## config.mk

```make
export PLATFORM = sky130hd
export DESIGN_NAME = grid_update_arbiter
export DESIGN_NICKNAME = d
export VERILOG_FILES = /design/src/rtl/grid_update_arbiter.sv
export SDC_FILE = /design/constraint.sdc
export NUM_CORES = 2
export LEC_CHECK = 0
export ABC_AREA = 1
export CAP_MARGIN = 20
export CELL_PAD_IN_SITES_DETAIL_PLACEMENT = 0
export CELL_PAD_IN_SITES_GLOBAL_PLACEMENT = 1
export CORE_ASPECT_RATIO = 0.6
export CORE_MARGIN = 2
export CORE_UTILIZATION = 41
export CTS_BUF_LIST = sky130_fd_sc_hd__clkbuf_2 sky130_fd_sc_hd__clkbuf_4 sky130_fd_sc_hd__clkbuf_8
export DETAILED_ROUTE_END_ITERATION = 8
export HOLD_SLACK_MARGIN = 0.02
export PLACE_DENSITY = 0.91
export SYNTH_ARGS = -nofsm -noshare
export SYNTH_HDL_FRONTEND = slang
export SYNTH_SLANG_ARGS = --single-unit
```

## constraint.sdc

```tcl
create_clock -name clock -period 8.8 [get_ports clock]
set_input_delay 0.88 -clock clock [delete_from_list [all_inputs] [get_ports clock]]
set_output_delay 0.88 -clock clock [all_outputs]
set_load 0.02 [all_outputs]
```

## src/rtl/grid_update_arbiter.sv

```systemverilog
// grid_update_arbiter
//
// Collects object-grid writes from the four player interaction paths into one
// shadow copy of the kitchen grid. Once per frame, at the first low cycle of
// vsync, it publishes that shadow to object_grid. Graphics therefore always
// reads a grid that is stable for the whole frame. Every write is a
// compare-and-swap, so two players racing for the same item resolve
// deterministically in round-robin order.
//
// Ports
//   clock        system/pixel clock
//   reset        synchronous, active-low reset
//   vsync        XVGA vertical sync, active low
//   req_valid    per-player request valid
//   req_row      per-player target row
//   req_col      per-player target column (values above COLS-1 are rejected)
//   req_expect   per-player required current value, 4'hF = unconditional
//   req_obj      per-player new cell value
//   req_ready    per-player grant; a transfer is req_valid & req_ready
//   resp_valid   one-cycle response pulse, the cycle after the transfer
//   resp_ok      qualifies resp_valid: 1 when the write was performed
//   object_grid  registered published grid, changes only on commit edges
//   frame_commit one-cycle pulse in the cycle object_grid has just updated

module grid_update_arbiter #(
    parameter int NUM_REQ = 4,
    parameter int ROWS    = 8,
    parameter int COLS    = 13,
    parameter int ROW_W   = 3,
    parameter int COL_W   = 4
) (
    input  logic                               clock,
    input  logic                               reset,
    input  logic                               vsync,
    input  logic [NUM_REQ-1:0]                 req_valid,
    input  logic [NUM_REQ-1:0][ROW_W-1:0]      req_row,
    input  logic [NUM_REQ-1:0][COL_W-1:0]      req_col,
    input  logic [NUM_REQ-1:0][3:0]            req_expect,
    input  logic [NUM_REQ-1:0][3:0]            req_obj,
    output logic [NUM_REQ-1:0]                 req_ready,
    output logic [NUM_REQ-1:0]                 resp_valid,
    output logic [NUM_REQ-1:0]                 resp_ok,
    output logic [ROWS-1:0][COLS-1:0][3:0]     object_grid,
    output logic                               frame_commit
);

    localparam int               PTR_W     = $clog2(NUM_REQ);
    localparam logic [COL_W-1:0] LAST_COL  = COL_W'(COLS - 1);
    localparam logic [3:0]       ANY_VALUE = 4'hF;

    logic [ROWS-1:0][COLS-1:0][3:0] shadow;
    logic                           vsync_q;
    logic                           commit_cycle;
    logic [PTR_W-1:0]               rr;
    logic [PTR_W-1:0]               cand;
    logic [PTR_W-1:0]               sel;
    logic                           found;
    logic [NUM_REQ-1:0]             grant;
    logic                           xfer;
    logic [ROW_W-1:0]               sel_row;
    logic [COL_W-1:0]               sel_col;
    logic [3:0]                     sel_expect;
    logic [3:0]                     sel_obj;
    logic [3:0]                     cur_value;
    logic                           col_ok;
    logic                           cas_ok;
    logic                           do_write;

    // First low cycle of vsync. Nothing is granted here, so the shadow is
    // frozen while it is copied out.
    assign commit_cycle = vsync_q & ~vsync;

    // Round-robin search starting at rr. The pointer wraps naturally because
    // NUM_REQ is a power of two.
    always_comb begin
        found = 1'b0;
        sel   = rr;
        cand  = rr;
        for (int k = 0; k < NUM_REQ; k++) begin
            cand = rr + PTR_W'(k);
            if (!found && req_valid[cand]) begin
                found = 1'b1;
                sel   = cand;
            end
        end
        grant = found ? (NUM_REQ'(1) << sel) : '0;
    end

    // Reset and commit cycles both suppress the grant. All other state then
    // holds, so a pending requester simply waits one more cycle.
    assign xfer      = found & ~commit_cycle & reset;
    assign req_ready = xfer ? grant : '0;

    assign sel_row    = req_row[sel];
    assign sel_col    = req_col[sel];
    assign sel_expect = req_expect[sel];
    assign sel_obj    = req_obj[sel];
    assign col_ok     = (sel_col <= LAST_COL);

    // Current shadow value of the targeted cell. An out-of-range column
    // matches no cell and is rejected by col_ok anyway.
    always_comb begin
        cur_value = '0;
        for (int r = 0; r < ROWS; r++) begin
            for (int c = 0; c < COLS; c++) begin
                if (sel_row == ROW_W'(r) && sel_col == COL_W'(c)) begin
                    cur_value = shadow[r][c];
                end
            end
        end
    end

    assign cas_ok   = col_ok && (sel_expect == ANY_VALUE || cur_value == sel_expect);
    assign do_write = xfer & cas_ok;

    // Shadow writes, responses, round-robin pointer and frame publication.
    // A write made at the edge before the commit cycle is already in the
    // shadow when object_grid samples it.
    always_ff @(posedge clock) begin
        if (!reset) begin
            shadow       <= '0;
            object_grid  <= '0;
            rr           <= '0;
            vsync_q      <= 1'b1;
            resp_valid   <= '0;
            resp_ok      <= '0;
            frame_commit <= 1'b0;
        end else begin
            vsync_q      <= vsync;
            frame_commit <= commit_cycle;
            resp_valid   <= req_ready;
            resp_ok      <= do_write ? grant : '0;
            if (commit_cycle) begin
                object_grid <= shadow;
            end
            if (xfer) begin
                rr <= sel + 1'b1;
            end
            for (int r = 0; r < ROWS; r++) begin
                for (int c = 0; c < COLS; c++) begin
                    if (do_write && sel_row == ROW_W'(r) && sel_col == COL_W'(c)) begin
                        shadow[r][c] <= sel_obj;
                    end
                end
            end
        end
    end

endmodule

```

Word-level counts from Yosys, hierarchy flattened
Cells that the tools add are included.

Output and inout bits: 429. Register bits after elaboration: 844.

Mux-type cells: 129. Shift-type cells: 1. Bitwise operators: 6. Reduce and logical (&&, ||, !) cells: 227. Add/subtract/negate cells: 4. $lt $le $gt $ge: 6. Equal/unequal tests: 21.

Operator list (count): 4-bit two-way mux (109); 1-bit logical AND (220); 4-bit binary-select mux with 2-bit select (3); 4-bit equality test (second input constant) (6); 4-bit by 3-bit equality test with 1-bit output (second input constant) (4); 2-bit by 3-bit less-than comparator with 1-bit output (second input constant) (5); 3-bit equality test (second input constant) (4); 1-bit binary-select mux with 2-bit select (4); 4-bit by 2-bit equality test with 1-bit output (second input constant) (2); 1-bit two-way mux (8); 3-bit binary-select mux with 2-bit select (1); 3-bit by 2-bit equality test with 1-bit output (second input constant) (2); 2-bit two-way mux (3); 2-bit by 1-bit adder with 2-bit output (second input constant) (2); 2-bit adder (second input constant) (2); 1-bit bitwise AND (4); 4-bit by 1-bit equality test with 1-bit output (second input constant) (1); 4-bit equality test (1); 4-bit less-or-equal comparator (second input constant) (1); 4-bit logical NOT (1); 1-bit by 2-bit left shift with 4-bit output (first input constant) (1); 3-bit by 1-bit equality test with 1-bit output (second input constant) (1); 1-bit logical NOT (3); 3-bit logical NOT (1); 4 further kinds (5).

Logic depth before layout (Yosys ltp)
Depth after elaboration: 126. Depth in mapped cells: 95. Gate-level depth less buffers: 91.

Worst setup path after synthesis
OpenSTA, ideal clock, no wires.

Path type: input-to-reg. Start point: input port req_valid[1]. End point: register shadow[48] in the netlist's numbering. Arrival time: 6961 ps. Cell stages on the path: 90. Setup slack: 1726 ps. Data required time: 8687 ps. Buffers on the path: 4. Library setup time: 113 ps. Cell sequence: inv_1 -> nand2_1 -> nand3_1 -> nand2_1 -> nor2_4 -> nand3_4 -> nand2_4 -> nand2_4 -> buf_6 -> buf_6 -> nand2_2 -> nand3_1 -> nand2_1 -> nand2_2 -> nor2_4 -> nand2_2 -> inv_2 -> nand2_1 -> [... 54 more ...] -> nand2_1 -> nand2_1 -> nand2_1 -> nand4_1 -> nand2_1 -> nand4_1 -> nand2_1 -> nand2_1 -> nand2_1 -> nand3_1 -> nand2_1 -> nand2_2 -> nand2_4 -> buf_8 -> buf_8 -> nand3_4 -> o21ai_1 -> nor2_1.

Cells in the longest elaborated chain, start to end: 126. Elaborated cells on any way between the ends: 268. Classes of those cells: order compare (1); eq/ne (21); mux (127); bitwise (3); reduce/logical (116).

Ends and longest elaborated chain: start: declaration (RTL line 35) `input logic [NUM_REQ-1:0] req_valid,`; 1-bit binary-select mux with 2-bit select (RTL line 81) `if (!found && req_valid[cand]) begin`; 1-bit two-way mux (implied by the code) (RTL line 81); 1-bit two-way mux (RTL line 81); 1-bit logical NOT (RTL line 81); 1-bit logical AND (RTL line 81); 1-bit two-way mux (RTL line 81); 1-bit logical NOT (RTL line 81); 1-bit logical AND (RTL line 81); [... 6 more ...]; 4-bit logical NOT or 3-bit logical NOT (tied branches) (RTL line 106, 141); 1-bit logical AND (RTL line 106) `if (sel_row == ROW_W'(r) && sel_col == COL_W'(c)) begin`; 4-bit two-way mux (104 in a row) (RTL line 106); 4-bit equality test (RTL line 113) `assign cas_ok = col_ok && (sel_expect == ANY_VALUE || cur_value == sel_expect);`; 1-bit logical OR (RTL line 113); 1-bit logical AND (RTL line 113); 1-bit bitwise AND (RTL line 114) `assign do_write = xfer & cas_ok;`; 1-bit logical AND (2 in a row) (RTL line 141) `if (do_write && sel_row == ROW_W'(r) && sel_col == COL_W'(c)) begin`; end signal: indexed assignment (RTL line 142) `shadow[r][c] <= sel_obj;`; end: declaration (RTL line 51) `logic [ROWS-1:0][COLS-1:0][3:0] shadow;`.

Several ways; a longest one is shown, not always the timed one. The select of a mux whose other input is x is not followed. A chain may end at the register's enable or synchronous reset.

Worst setup path in the final report
Start point: register rr[0]. End point: register shadow[61] in the netlist's numbering.

Cells in the longest elaborated chain, start to end: 126. Elaborated cells on any way between the ends: 271. Classes of those cells: add/sub (3); order compare (1); eq/ne (21); mux (127); bitwise (3); reduce/logical (116).

Ends and longest elaborated chain: start: declaration (RTL line 54) `logic [PTR_W-1:0] rr;`; start signal: assignment (RTL line 137) `rr <= sel + 1'b1;`; parallel branches: the longest is 126 deep, another holds 2-bit by 1-bit adder with 2-bit output.

Several ways; the timed one is not identified. The select of a mux whose other input is x is not followed.

==> results.toml <==
[run_status]
outcome = "finished, violations left"
violations = "setup timing"

[place]
placed_cell_area_mm2 = 0.04369
port_buffers = 495
globalplace.congestion = 0.8933
hpwl_um = 88940

[critical_path]
cp.required_ns = 9.55
critPathLaunch = "rr[0]"
crit_fanout = 8
r2r_cells = 81
cpMostUsedCell = "nand4_1"
crit_path_end_kind = "flop"
critical_path_class = "flop to flop"
crit_path_top_delay_cell = "dfxtp_4"
startpoint_type = "flop"
crit_arrival_ns = 11.69
reg2reg_from = "rr[0]"
max_stage_delay_ns = 0.45

[timing]
fin_crit_ns = 10.94
slew_violations = 0
fin_skew_ns = 0.04910
finalHoldViolations = 0
rsz0062_at_grt = "true"
worst_slack_ns = -2.143
hold_slack_ns = 0.4497
finalSetupViolations = 420
finalCritPeriodShare_pct = 124.4
slew_headroom_pct = 22.53
max_freq_mhz = 91.38
worstMarginPinSlew_ns = 1.162

[power_and_ir_drop]
power_mw = 18.62
p_leak_nw = 21.17
ir_drop_mv = 0.4681
pwr_density_cell_mw_per_mm2 = 382.7

[detailed_routing]
drt-pass1-iter-count = 6
vias_per_cell = 5.058
first_iter_violations = 3634
drcViolationCount = 0
postRouteAntennaNets = 0
wl_um = 134000
wl_per_cell_um = 18.64
vias = 36370

[global_routing]
grtUsageTotal_pct = 27.99
grt_pass1_wl_um = 198800
grt_max_degree = 268
grt_pass1_vias = 32630
antenna_found_initial = 6
overflow = 0

[clock_network]
cts_root_buffer = "clkbuf_8"
insertion_delay_ns = 0.84
clk_pin_slew_ns = 0.07
cts-buffers-inserted = 132
cts_max_path_buffers = 3
htree_levels = 4
cts_tree = "built"
postCtsHoldBufs = 0
clock_sinks = 844

[logic_synthesis]
synth_top_family_by_area = "simple AND/OR/NAND/NOR gates"
synthTopCellsByArea = "dfxtp_1, nand2_1, nor2_1"
synth_cell_type_count = 36
yosysTopAreaCell = "dfxtp_1"
synth-compound-area-share_pct = 13.13
ys_seq_area_share_pct = 45.99
ys_seq_elements = 844
netlist_instances = 5316
synth_nets = 5387
synth.cell_area_mm2 = 0.03674
yosys_warnings = 0
synth.area.mux_share_pct = 0
synth_top_area_share_pct = 45.99
synth-adder-area-share_pct = 0.1362
syn_avg_cell_area_um2 = 6.911
yosys.area_share.simple_pct = 31.46
synth_xor_area_share_pct = 0

[floorplanning]
die_x_um = 390.5
die_h_um = 235.9
row_count = 84
fp.dieArea_mm2 = 0.09210
start_util_pct = 41.66
io_pins = 496
core_mm2 = 0.08818

[cells_and_area]
diodes = 0
drive_gt1_share_pct = 13.50
area_growth_pct = 32.43
fillers = 8276
nNetsFinal = 5997
design_area_mm2 = 0.04865

[flow_run]
cap_violations = 0

[min_path]
min_path_type = "flop to flop"
holdPathStages = 2
hold_start = "shadow[116]"
-- critical path: cells and delay by family (launching register included) --
kind                   cells  cell delay, ns
and+or+nand+nor           72            9.09
buffers and inverters      9            1.25
DFF                        1            0.45
-- sequential cells by signal (all words and copies together), names as in the netlist --
| register | flops |
|---|---|
| object_grid | 416 |
| shadow | 416 |
| resp_ok | 4 |
| resp_valid | 4 |
| rr | 2 |
| frame_commit | 1 |
| vsync_q | 1 |
-- through the flow --
stage	instances	util (%)	setup WS (ns)	setup TNS [ns]
6_report	7190	55.17	-2.143	-853.37
2_1_floorplan	5316	-	1.726	0
4_1_cts	7161	54.13	-1.813	-724.68
3_3_place_gp	6879	49.52	-3.147	-1287.63
5_1_grt	7190	55.17	-2.622	-1039.08
3_5_place_dp	6880	49.55	-3.330	-1348.72
-- per-layer routing --
layer	wire length [um]	vias to the layer above	global-route usage, %
li1	-	17950	-
met1	62670	16860	41.38
met2	55020	1366	39.38
met3	13200	186	7.293
met4	3129	2	8.389
met5	12	-	0
-- cells in the mapped netlist --
cell type / instances
nand3_2: 1
nand3_4: 9
nand2_1: 1332
nor3_1: 6
clkinv_1: 3
nand4_1: 74
o22ai_1: 8
buf_1: 16
inv_1: 568
ha_1: 4
dfxtp_1: 844
o21ai_1: 15
nand3_1: 77
buf_6: 2
buf_12: 3
a32oi_1: 3
or2_2: 4
o211ai_2: 1
nor2_8: 1
o21ai_0: 481
o21ai_2: 1
nand4_4: 30
buf_4: 9
nand2_2: 13
nand4_2: 67
a21oi_1: 446
nor2_2: 1
clkbuf_1: 242
buf_2: 12
nor2_4: 3
inv_2: 16
nand2_4: 3
a32o_1: 1
nor2_1: 1014
buf_8: 2
nand3b_1: 4
-- path summary, 6_finish.rpt --
check | to | slack, ns
worst max-delay path | shadow[61] | -2.14
worst min-delay path | object_grid[116] | 0.45
worst max register to register | shadow[61] | -2.14
worst min register to register | object_grid[116] | 0.45
-- logic make-up (layout without fill, tap and decap cells) --
| family | count (synthesis) | count (layout) |
|---|---|---|
| flops | 844 | 844 |
| fa+ha+maj | 4 | 4 |
| simple gates | 2639 | 2641 |
| compound gates | 956 | 956 |
| buf+inv | 873 | 1584 |
-- cell type report --
cell class                      instances  area (um^2)  area share (%)
Tap cell                             1161         1453           2.986
Clock buffer                          210         2653           5.452
Inverter                              587         2228           4.580
Clock inverter                         27        244.0          0.5015
Multi-Input combinational cell       3601        17630           36.23
Timing Repair Buffer                  759         7538           15.49
Timing Repair inverter                  1        6.256         0.01286
Sequential cell                       844        16900           34.74
-- where the power goes --
| group | internal, mW | switching, mW | total, mW |
|---|---|---|---|
| combinational | 3.55 | 7.35 | 10.9 |
| sequential | 3.98 | 0.0907 | 4.07 |
| clock | 2.01 | 1.65 | 3.65 |
-- cell usage in the layout, fill, tap and decap left out, drive strengths merged --
master and count:
a21oi 446, a32o 1, a32oi 3, buf 262, bufinv 3, clkbuf 213, clkdlybuf4s50 490, clkinv 17
clkinvlp 7, dfxtp 844, dlygate4sd2 1, dlymetal6s2s 3, ha 4, inv 588, nand2 1350, nand3 87
nand3b 4, nand4 171, nor2 1019, nor3 6, o211ai 1, o21ai 497, o22ai 8, or2 4
-- what timing repair did --
| item | CTS | global route |
|---|---|---|
| pin swaps | 39 | 50 |
| buffers inserted | 35 | 24 |
| cloned | 9 | 5 |
| endpoints found under the setup margin | 420 | 420 |
| gates resized for setup | 134 | 162 |
Power figures use the tool's default switching activity.
